--- src/rtl/cache_control.sv ---
// ---------------------------------------------------------------------------
// cache_control
//    Sequencing FSM for a 2-way, write-back L1 cache. It takes CPU read and
//    write requests, decides hit or miss from the datapath's tag compare, and
//    drives the datapath's array write enables and mux selects. On a miss it
//    evicts a dirty victim (WRITEBACK), refills the line (ALLOCATE), then
//    re-checks so the request completes through the normal hit path. Three
//    saturating counters track hits, misses and writebacks.
//
// Ports
//    clk, rst_n                  clock, asynchronous active-low reset
//    mem_read, mem_write         CPU request, held until mem_resp
//    mem_resp                    one-cycle completion pulse to the CPU
//    hit0, hit1                  per-way tag match AND valid (meaningful in CHECK)
//    dirty0, dirty1, lru         indexed-set array outputs; lru = way to evict
//    pmem_read, pmem_write       physical-memory request, held until pmem_resp
//    pmem_resp                   physical-memory completion pulse
//    load_data0/1, load_tag0/1,
//    load_valid0/1, load_dirty0/1,
//    load_lru                    array write enables
//    dirty_in, lru_in            values written with load_dirty* / load_lru
//    data_sel                    0 = line from pmem, 1 = merged write line
//    way_sel                     way routed to mem_rdata / pmem_wdata
//    pmem_addr_sel               0 = CPU line address, 1 = victim {tag, index}
//    clear_counts                synchronous counter clear
//    hit_count, miss_count,
//    wb_count                    saturating event counters
// ---------------------------------------------------------------------------
module cache_control #(
   parameter int CNT_W = 32
) (
   input  logic             clk,
   input  logic             rst_n,
   input  logic             mem_read,
   input  logic             mem_write,
   output logic             mem_resp,
   input  logic             hit0,
   input  logic             hit1,
   input  logic             dirty0,
   input  logic             dirty1,
   input  logic             lru,
   output logic             pmem_read,
   output logic             pmem_write,
   input  logic             pmem_resp,
   output logic             load_data0,
   output logic             load_data1,
   output logic             load_tag0,
   output logic             load_tag1,
   output logic             load_valid0,
   output logic             load_valid1,
   output logic             load_dirty0,
   output logic             load_dirty1,
   output logic             load_lru,
   output logic             dirty_in,
   output logic             lru_in,
   output logic             data_sel,
   output logic             way_sel,
   output logic             pmem_addr_sel,
   input  logic             clear_counts,
   output logic [CNT_W-1:0] hit_count,
   output logic [CNT_W-1:0] miss_count,
   output logic [CNT_W-1:0] wb_count
);

   typedef enum logic [1:0] {
      IDLE      = 2'd0,
      CHECK     = 2'd1,
      WRITEBACK = 2'd2,
      ALLOCATE  = 2'd3
   } state_t;

   state_t state, next_state;
   logic   victim_q;
   logic   refill_q;

   logic   request;
   logic   any_hit;
   logic   hit_way;
   logic   victim_dirty;
   logic   hit_event;
   logic   miss_event;
   logic   wb_event;
   logic   fill_done;

   assign request      = mem_read | mem_write;
   assign any_hit      = hit0 | hit1;
   // Way 0 wins when both ways report a hit.
   assign hit_way      = ~hit0;
   assign victim_dirty = lru ? dirty1 : dirty0;

   // Next-state and output decode. Everything defaults to 0 so any output
   // not explicitly driven in a state stays low.
   always_comb begin
      next_state    = state;
      mem_resp      = 1'b0;
      pmem_read     = 1'b0;
      pmem_write    = 1'b0;
      load_data0    = 1'b0;
      load_data1    = 1'b0;
      load_tag0     = 1'b0;
      load_tag1     = 1'b0;
      load_valid0   = 1'b0;
      load_valid1   = 1'b0;
      load_dirty0   = 1'b0;
      load_dirty1   = 1'b0;
      load_lru      = 1'b0;
      dirty_in      = 1'b0;
      lru_in        = 1'b0;
      data_sel      = 1'b0;
      way_sel       = 1'b0;
      pmem_addr_sel = 1'b0;
      hit_event     = 1'b0;
      miss_event    = 1'b0;
      wb_event      = 1'b0;
      fill_done     = 1'b0;

      unique case (state)
         IDLE: begin
            if (request) next_state = CHECK;
         end

         CHECK: begin
            if (!request) begin
               next_state = IDLE;
            end else if (any_hit) begin
               mem_resp   = 1'b1;
               way_sel    = hit_way;
               load_lru   = 1'b1;
               lru_in     = ~hit_way;
               // The re-check after a refill is not a real hit.
               hit_event  = ~refill_q;
               if (mem_write) begin
                  load_data0  = ~hit_way;
                  load_data1  = hit_way;
                  load_dirty0 = ~hit_way;
                  load_dirty1 = hit_way;
                  data_sel    = 1'b1;
                  dirty_in    = 1'b1;
               end
               next_state = IDLE;
            end else begin
               miss_event = 1'b1;
               next_state = victim_dirty ? WRITEBACK : ALLOCATE;
            end
         end

         // The victim way comes from victim_q, not lru, because the LRU
         // array output may change while the transaction is in flight.
         WRITEBACK: begin
            pmem_write    = 1'b1;
            pmem_addr_sel = 1'b1;
            way_sel       = victim_q;
            if (pmem_resp) begin
               wb_event   = 1'b1;
               next_state = ALLOCATE;
            end
         end

         ALLOCATE: begin
            pmem_read = 1'b1;
            if (pmem_resp) begin
               fill_done   = 1'b1;
               load_data0  = ~victim_q;
               load_data1  = victim_q;
               load_tag0   = ~victim_q;
               load_tag1   = victim_q;
               load_valid0 = ~victim_q;
               load_valid1 = victim_q;
               load_dirty0 = ~victim_q;
               load_dirty1 = victim_q;
               next_state  = CHECK;
            end
         end

         default: next_state = IDLE;
      endcase
   end

   // State register plus the victim way and the refill flag that suppresses
   // the hit count on the re-check following an ALLOCATE.
   always_ff @(posedge clk or negedge rst_n) begin
      if (!rst_n) begin
         state    <= IDLE;
         victim_q <= 1'b0;
         refill_q <= 1'b0;
      end else begin
         state <= next_state;
         if (miss_event) victim_q <= lru;
         if (fill_done) begin
            refill_q <= 1'b1;
         end else if (state == CHECK) begin
            refill_q <= 1'b0;
         end
      end
   end

   // Saturating performance counters; clear_counts beats a same-cycle event.
   always_ff @(posedge clk or negedge rst_n) begin
      if (!rst_n) begin
         hit_count  <= '0;
         miss_count <= '0;
         wb_count   <= '0;
      end else if (clear_counts) begin
         hit_count  <= '0;
         miss_count <= '0;
         wb_count   <= '0;
      end else begin
         if (hit_event  && (hit_count  != '1)) hit_count  <= hit_count  + CNT_W'(1);
         if (miss_event && (miss_count != '1)) miss_count <= miss_count + CNT_W'(1);
         if (wb_event   && (wb_count   != '1)) wb_count   <= wb_count   + CNT_W'(1);
      end
   end

endmodule

--- config.mk ---
export PLATFORM = sky130hd
export DESIGN_NAME = cache_control
export DESIGN_NICKNAME = d
export VERILOG_FILES = /design/src/rtl/cache_control.sv
export SDC_FILE = /design/constraint.sdc
export NUM_CORES = 1
export LEC_CHECK = 0
export CAP_MARGIN = 20
export CELL_PAD_IN_SITES_DETAIL_PLACEMENT = 1
export CELL_PAD_IN_SITES_GLOBAL_PLACEMENT = 2
export CORE_UTILIZATION = 33
export DETAILED_ROUTE_END_ITERATION = 12
export PLACE_DENSITY = 0.95
export SYNTH_ARGS = -nofsm -noshare
export SYNTH_HDL_FRONTEND = slang
export SYNTH_SLANG_ARGS = --single-unit
export TNS_END_PERCENT = 1
--- constraint.sdc ---
create_clock -name clk -period 5.75 [get_ports clk]
set_input_delay 1.15 -clock clk [delete_from_list [all_inputs] [get_ports clk]]
set_output_delay 1.15 -clock clk [all_outputs]
set_load 0.03 [all_outputs]
==> flow_summary.toml, run 1 <==
[synth]
synthCells = 642
yosysWarnings = 0
ys.flop_type = "dfrtp_1"
synth_edf_count = 0
synth_common_cells = "dfrtp_1, a21oi_1, nor2_1, nand2_1, o21ai_0"
synth_nets = 660
synth.top_cell.area_share_pct = 43.33
yosysTopAreaCell = "dfrtp_1"
yosys_register_bits = 100
avgSynthCellArea_um2 = 8.996
synth-seq-area-share_pct = 43.33
async_flop_share_pct = 100.0
yosys.cell_count.top_type = "dfrtp_1"
yosys-top-cells-area = "dfrtp_1, a21oi_1, nor2_1"
synthesis.area_um2 = 5776
synth.distinct_cells = 53

[route]
highest_layer = "met4"
first_iter_violations = 267
totalWireLength_mm = 17.54
wl_per_cell_um = 17.99
first_pass_iters = 4
vias_per_cell = 5.695
routedLengthMet1_mm = 8.346
route.met2.wl_mm = 8.455
drc_errors = 0
route.vias.total = 5553
wl_met3_um = 466
ant_nets = 0

[clock_network]
insertion_delay_ns = 0.35
cts_resized = 0
cts_setup_buffers = 0
cts_tree = "done"
clockBufferDepth = 2
htreeDepth = 3
cts_sinks = 100
cts_made_buffers = 9
path_clk_slew_ns = 0.06
ctsHoldBuffers = 0
cts_root_buf = "clkbuf_16"

[timing]
rsz0062_at_grt = "no"
slew_headroom_pct = 36.25
hold_viol = 0
slew_viol_final = 0
fmax_mhz = 245.4
worst_slack_ns = 1.675
setup_viol = 0
skew_ns = 0.007966
setup-tns-final_ns = 0
period_share_pct = 70.86
tightestPinTransition_ns = 0.9481
finalCriticalPeriod_ns = 4.075

[global_route]
grt_first_pass_wirelength_mm = 29.14
grt_pass1_vias = 5628
grt_overflow_total = 0
grt_usage_pct = 20.07
grt_antenna_before_repair = 0
grt_max_degree = 59

[finish]
seqCellArea_um2 = 2502
drive_above_1_share_pct = 5.867
antennaDiodeCount = 0
finalNonFillerCells = 975
final_area_um2 = 7425
nNetsFinal = 764
multi_input_area_um2 = 3050
syn_to_final_growth_pct = 28.55
fillCellCount = 1985

[run_status]
status = "completed"

[place]
place_area_um2 = 7147
dp.cells = 959
routabilityCongestion = 0.8291
io_buffers = 123
hpwl_mm = 12.56
pre_cts_ws_ns = 1.708

[floorplan]
die_y_um = 134.3
num_rows = 48
die_w_um = 134.3
num_io_pins = 124
dieArea_um2 = 18040
core_um2 = 17180
initial_utilization_pct = 33.62

[pwr]
power_density_nw_per_um2 = 218.4
vdd_drop_max_v = 0.0001445
total_leakage_power_nw = 2.663

[setup_path]
cp.required_ns = 4.60
crit_buf_inv = 2
reg2reg_from = "state[0]$_DFFE_PN0P_"
path_cells = "clkdlybuf4s50_1 > o21ai_2 > nor2_1 > a21oi_1 > nor2_1 > clkdlybuf4s50_1"
cp_slowest_cell = "clkdlybuf4s50_1"
critPathTopFamily = "buffers and inverters"
cp_data_arrival_time_ns = 2.92
critPathMaxStageDelay_ns = 0.59
crit_type = "in -> out"
crit_fanout = 7
critPathLaunch = "mem_write"
crit_path_start_kind = "input port"
cp-end-kind = "output pin"

[min_path]
min_from = "refill_q$_DFFE_PN0P_"
min_path_type = "reg -> reg"

[job]
drv_cap = 0
-- cell type report --
type | count | area share [%]
multi-input cells | 491 | 41.09
flip-flops and latches | 100 | 33.70
repair buffers | 127 | 16.92
well taps | 225 | 3.792
clock buffers | 13 | 3.505
inverters | 17 | 0.8595
clock inverters | 2 | 0.1348
-- registers in the layout, summed over array words and instances (netlist names) --
name and cells:
hit_count 32, miss_count 32, refill_q 1, state 2, victim_q 1, wb_count 32
-- worst paths after layout --
| check | end | slack (ns) | cells after the start |
|---|---|---|---|
| max | way_sel | 1.68 | 6 |
| min | refill_q$_DFFE_PN0P_ | 0.54 | 2 |
| min reg2reg | refill_q$_DFFE_PN0P_ | 0.54 | 2 |
| min in group asynchronous | wb_count[15]$_DFFE_PN0P_ | 0.83 | 1 |
| max reg2reg | wb_count[31]$_DFFE_PN0P_ | 2.86 | 7 |
| max in group asynchronous | hit_count[9]$_DFFE_PN0P_ | 3.79 | 2 |
-- cells by family after synthesis --
kind of cell	count (synthesis)	share of synthesized area, %
and+or+nand+nor	295	28.47
AOI/OAI and AO/OA	150	16.05
DFF	100	43.33
buffers and inverters	51	3.986
xor gates and xnor gates	20	3.033
muxes	19	3.618
adders and majority gates	7	1.516
-- metal layers --
layer / track usage, % / up-vias
met5: 0 / -
met4: 6.617 / 0
met1: 27.80 / 2817
li1: - / 2612
met3: 2.381 / 17
met2: 32.50 / 107
-- layout by cell type, fill, tap and decap left out, types with 3 or more instances in the layout --
cell,n
a21oi_1,58
buf_4,5
inv_1,17
nand4_1,25
nor3_1,7
clkbuf_16,9
a211oi_1,3
o31ai_1,27
and2_1,7
mux2_2,15
and3_1,11
o21ai_0,35
mux2i_1,4
clkdlybuf4s50_1,121
nor4_1,14
xnor2_1,15
or3_1,29
dfrtp_1,100
nand2_1,43
ha_1,7
nor2_1,56
nor2b_1,14
a2111oi_0,3
or4_1,28
xor2_1,5
nand3_1,33
and4_1,14
-- stage by stage --
| step | total power (W) | utilization [%] | hold WS (ns) |
|---|---|---|---|
| final | 0.001622 | 43.23 | 0.5388 |
| after CTS | 0.001640 | 43.18 | 0.5521 |
| after global placement | 0.001040 | 41.61 | 0.5180 |
| after detailed placement | 0.001056 | 41.61 | 0.5426 |
| after global routing | 0.001688 | 43.23 | 0.5960 |
| after floorplan | 0.0009432 | - | 0.4926 |
-- report_power, final --
part / total [W] / leakage, nW / switching, W / internal, W
Combinational: 0.000296 / 1.14 / 0.000191 / 0.000105
Sequential: 0.000745 / 1.39 / 0.0000241 / 0.000721
Clock: 0.000580 / 0.135 / 0.000266 / 0.000314
-- worst min-delay path: stages (launching register included) --
cell and delay [ns]:
dfrtp_1 0.37, inv_1 0.05, o21ai_0 0.07
No activity file was read; power rests on OpenSTA's default activity.
==> inputs of run 2 (changes only) <==
- CORE_UTILIZATION: 33 -> 28
- PLACE_DENSITY: 0.95 -> 0.87
- clock period: 5.75 -> 3.5 ns (I/O delays scaled with it)
==> run 2 against run 1 <==
  * Die area up 18%
  * Worst setup slack got worse by 1.3 ns
  * Register-to-register slack worse by 2.2 ns
  * Sequential power rose by 64%
  * Wire length fell by 1.8%
  * Critical endpoint unchanged
  * Largest cell class unchanged
  * Largest power group unchanged
==> flow_summary.toml, run 2 (synthesis results as in run 1) <==
[run_status]
status = "completed"

[route]
drc_errors = 0
first_pass_iters = 6
route.vias.total = 5518
vias_per_cell = 5.368
first_iter_violations = 264
ant_nets = 0
totalWireLength_mm = 17.22
wl_per_cell_um = 16.75

[floorplan]
dieArea_um2 = 21210
initial_utilization_pct = 28.54
num_io_pins = 124
num_rows = 52
core_um2 = 20230
die_y_um = 145.6
die_w_um = 145.6

[clock_network]
cts_resized = 0
ctsHoldBuffers = 0
cts_made_buffers = 9
clockBufferDepth = 2
cts_sinks = 100
cts_root_buf = "clkbuf_16"
path_clk_slew_ns = 0.08
cts_setup_buffers = 0
insertion_delay_ns = 0.35
cts_tree = "done"
htreeDepth = 3

[finish]
nNetsFinal = 773
fillCellCount = 2361
antennaDiodeCount = 0
syn_to_final_growth_pct = 31.09
final_cell_mix = "clkdlybuf4s50_1, dfrtp_1, a21oi_1, nor2_1, nand2_1"
drive_above_1_share_pct = 7.124
final_common_cell = "clkdlybuf4s50_1"
reg_top3 = "hit_count x32, miss_count x32, wb_count x32"
final_core_util_pct = 37.42
finalNonFillerCells = 1028

[place]
routabilityCongestion = 0.7419
io_buffers = 123
dp.cells = 1014
hpwl_mm = 12.34

[setup_path]
cp.required_ns = 2.80
rrSetupSlack_ns = 0.71
cp_data_arrival_time_ns = 2.40
cp-end-kind = "output pin"
crit_type = "in -> out"
crit_fanout = 7
crit_path_start_kind = "input port"

[global_route]
busiest_layer = "met2"
grt_util_met3_pct = 2.038
grt_usage_pct = 16.79
gr-usage-met1_pct = 23.55
grt_first_pass_wirelength_mm = 28.99
met2_usage_pct = 26.88
grt_antenna_before_repair = 0
grt_overflow_total = 0
grt_max_degree = 84
grt_pass1_vias = 5421

[pwr]
power_w = 0.002697
total_leakage_power_nw = 2.709
vdd_drop_max_v = 0.0001976
power_density_nw_per_um2 = 356.2

[timing]
slew_viol_final = 0
skew_ns = 0.01260
hold_viol = 0
period_share_pct = 88.44
setup_viol = 0
fmax_mhz = 323.1
setup-tns-final_ns = 0
slew_headroom_pct = 39.82
tightestPinTransition_ns = 0.9028
finalCriticalPeriod_ns = 3.095
rsz0062_at_grt = "no"

[min_path]
min_path_type = "in -> async"

[job]
drv_cap = 0
run 2: layout make-up:
type                    count  area (um2)  share of cell area (%)
well taps                 270       337.8                   4.462
inverters                  17       63.81                  0.8428
repair buffers            136        1336                   17.65
flip-flops and latches    100        2502                   33.05
multi-input cells         491        3050                   40.29
clock buffers               9       225.2                   2.975
clock inverters             5       55.05                  0.7272
run 2: report_power, final:
group	switching, W	total, W	internal (W)
Sequential	0.0000365	0.00122	0.00118
Combinational	0.000309	0.000487	0.000178
Clock	0.000445	0.000989	0.000545
run 2: routing by layer:
layer	share of wire, %	up-vias
li1	-	2633
met1	49	2767
met2	46	100
met3	3.0	18
met4	1.6	0
met5	0	-
run 2: per-stage QoR:
stage | hold slack (ns) | area, um2 | worst slack (ns)
after floorplan | 0.4044 | 5776 | 0.9466
after global placement | 0.5211 | 7291 | 0.2095
after detailed placement | 0.5192 | 7291 | 0.1590
after CTS | 0.4097 | 7571 | 0.3666
after global routing | 0.4358 | 7571 | 0.2206
final | 0.3726 | 7571 | 0.4047
run 2: critical path, stage by stage:
cell,delay (ns)
clkdlybuf4s50_1,0.49
o21ai_2,0.37
nor2_1,0.07
a21oi_1,0.12
nor2_1,0.05
clkdlybuf4s50_1,0.58
run 2: path summary, 6_finish.rpt:
kind	start	end	depth (start not counted)
max	mem_write	way_sel	6
min	rst_n	wb_count[14]$_DFFE_PN0P_	1
max reg2reg	state[1]$_DFFE_PN0P_	hit_count[29]$_DFFE_PN0P_	7
min reg2reg	refill_q$_DFFE_PN0P_	refill_q$_DFFE_PN0P_	2
max in group asynchronous	rst_n	miss_count[1]$_DFFE_PN0P_	2
min in group clk	refill_q$_DFFE_PN0P_	refill_q$_DFFE_PN0P_	2
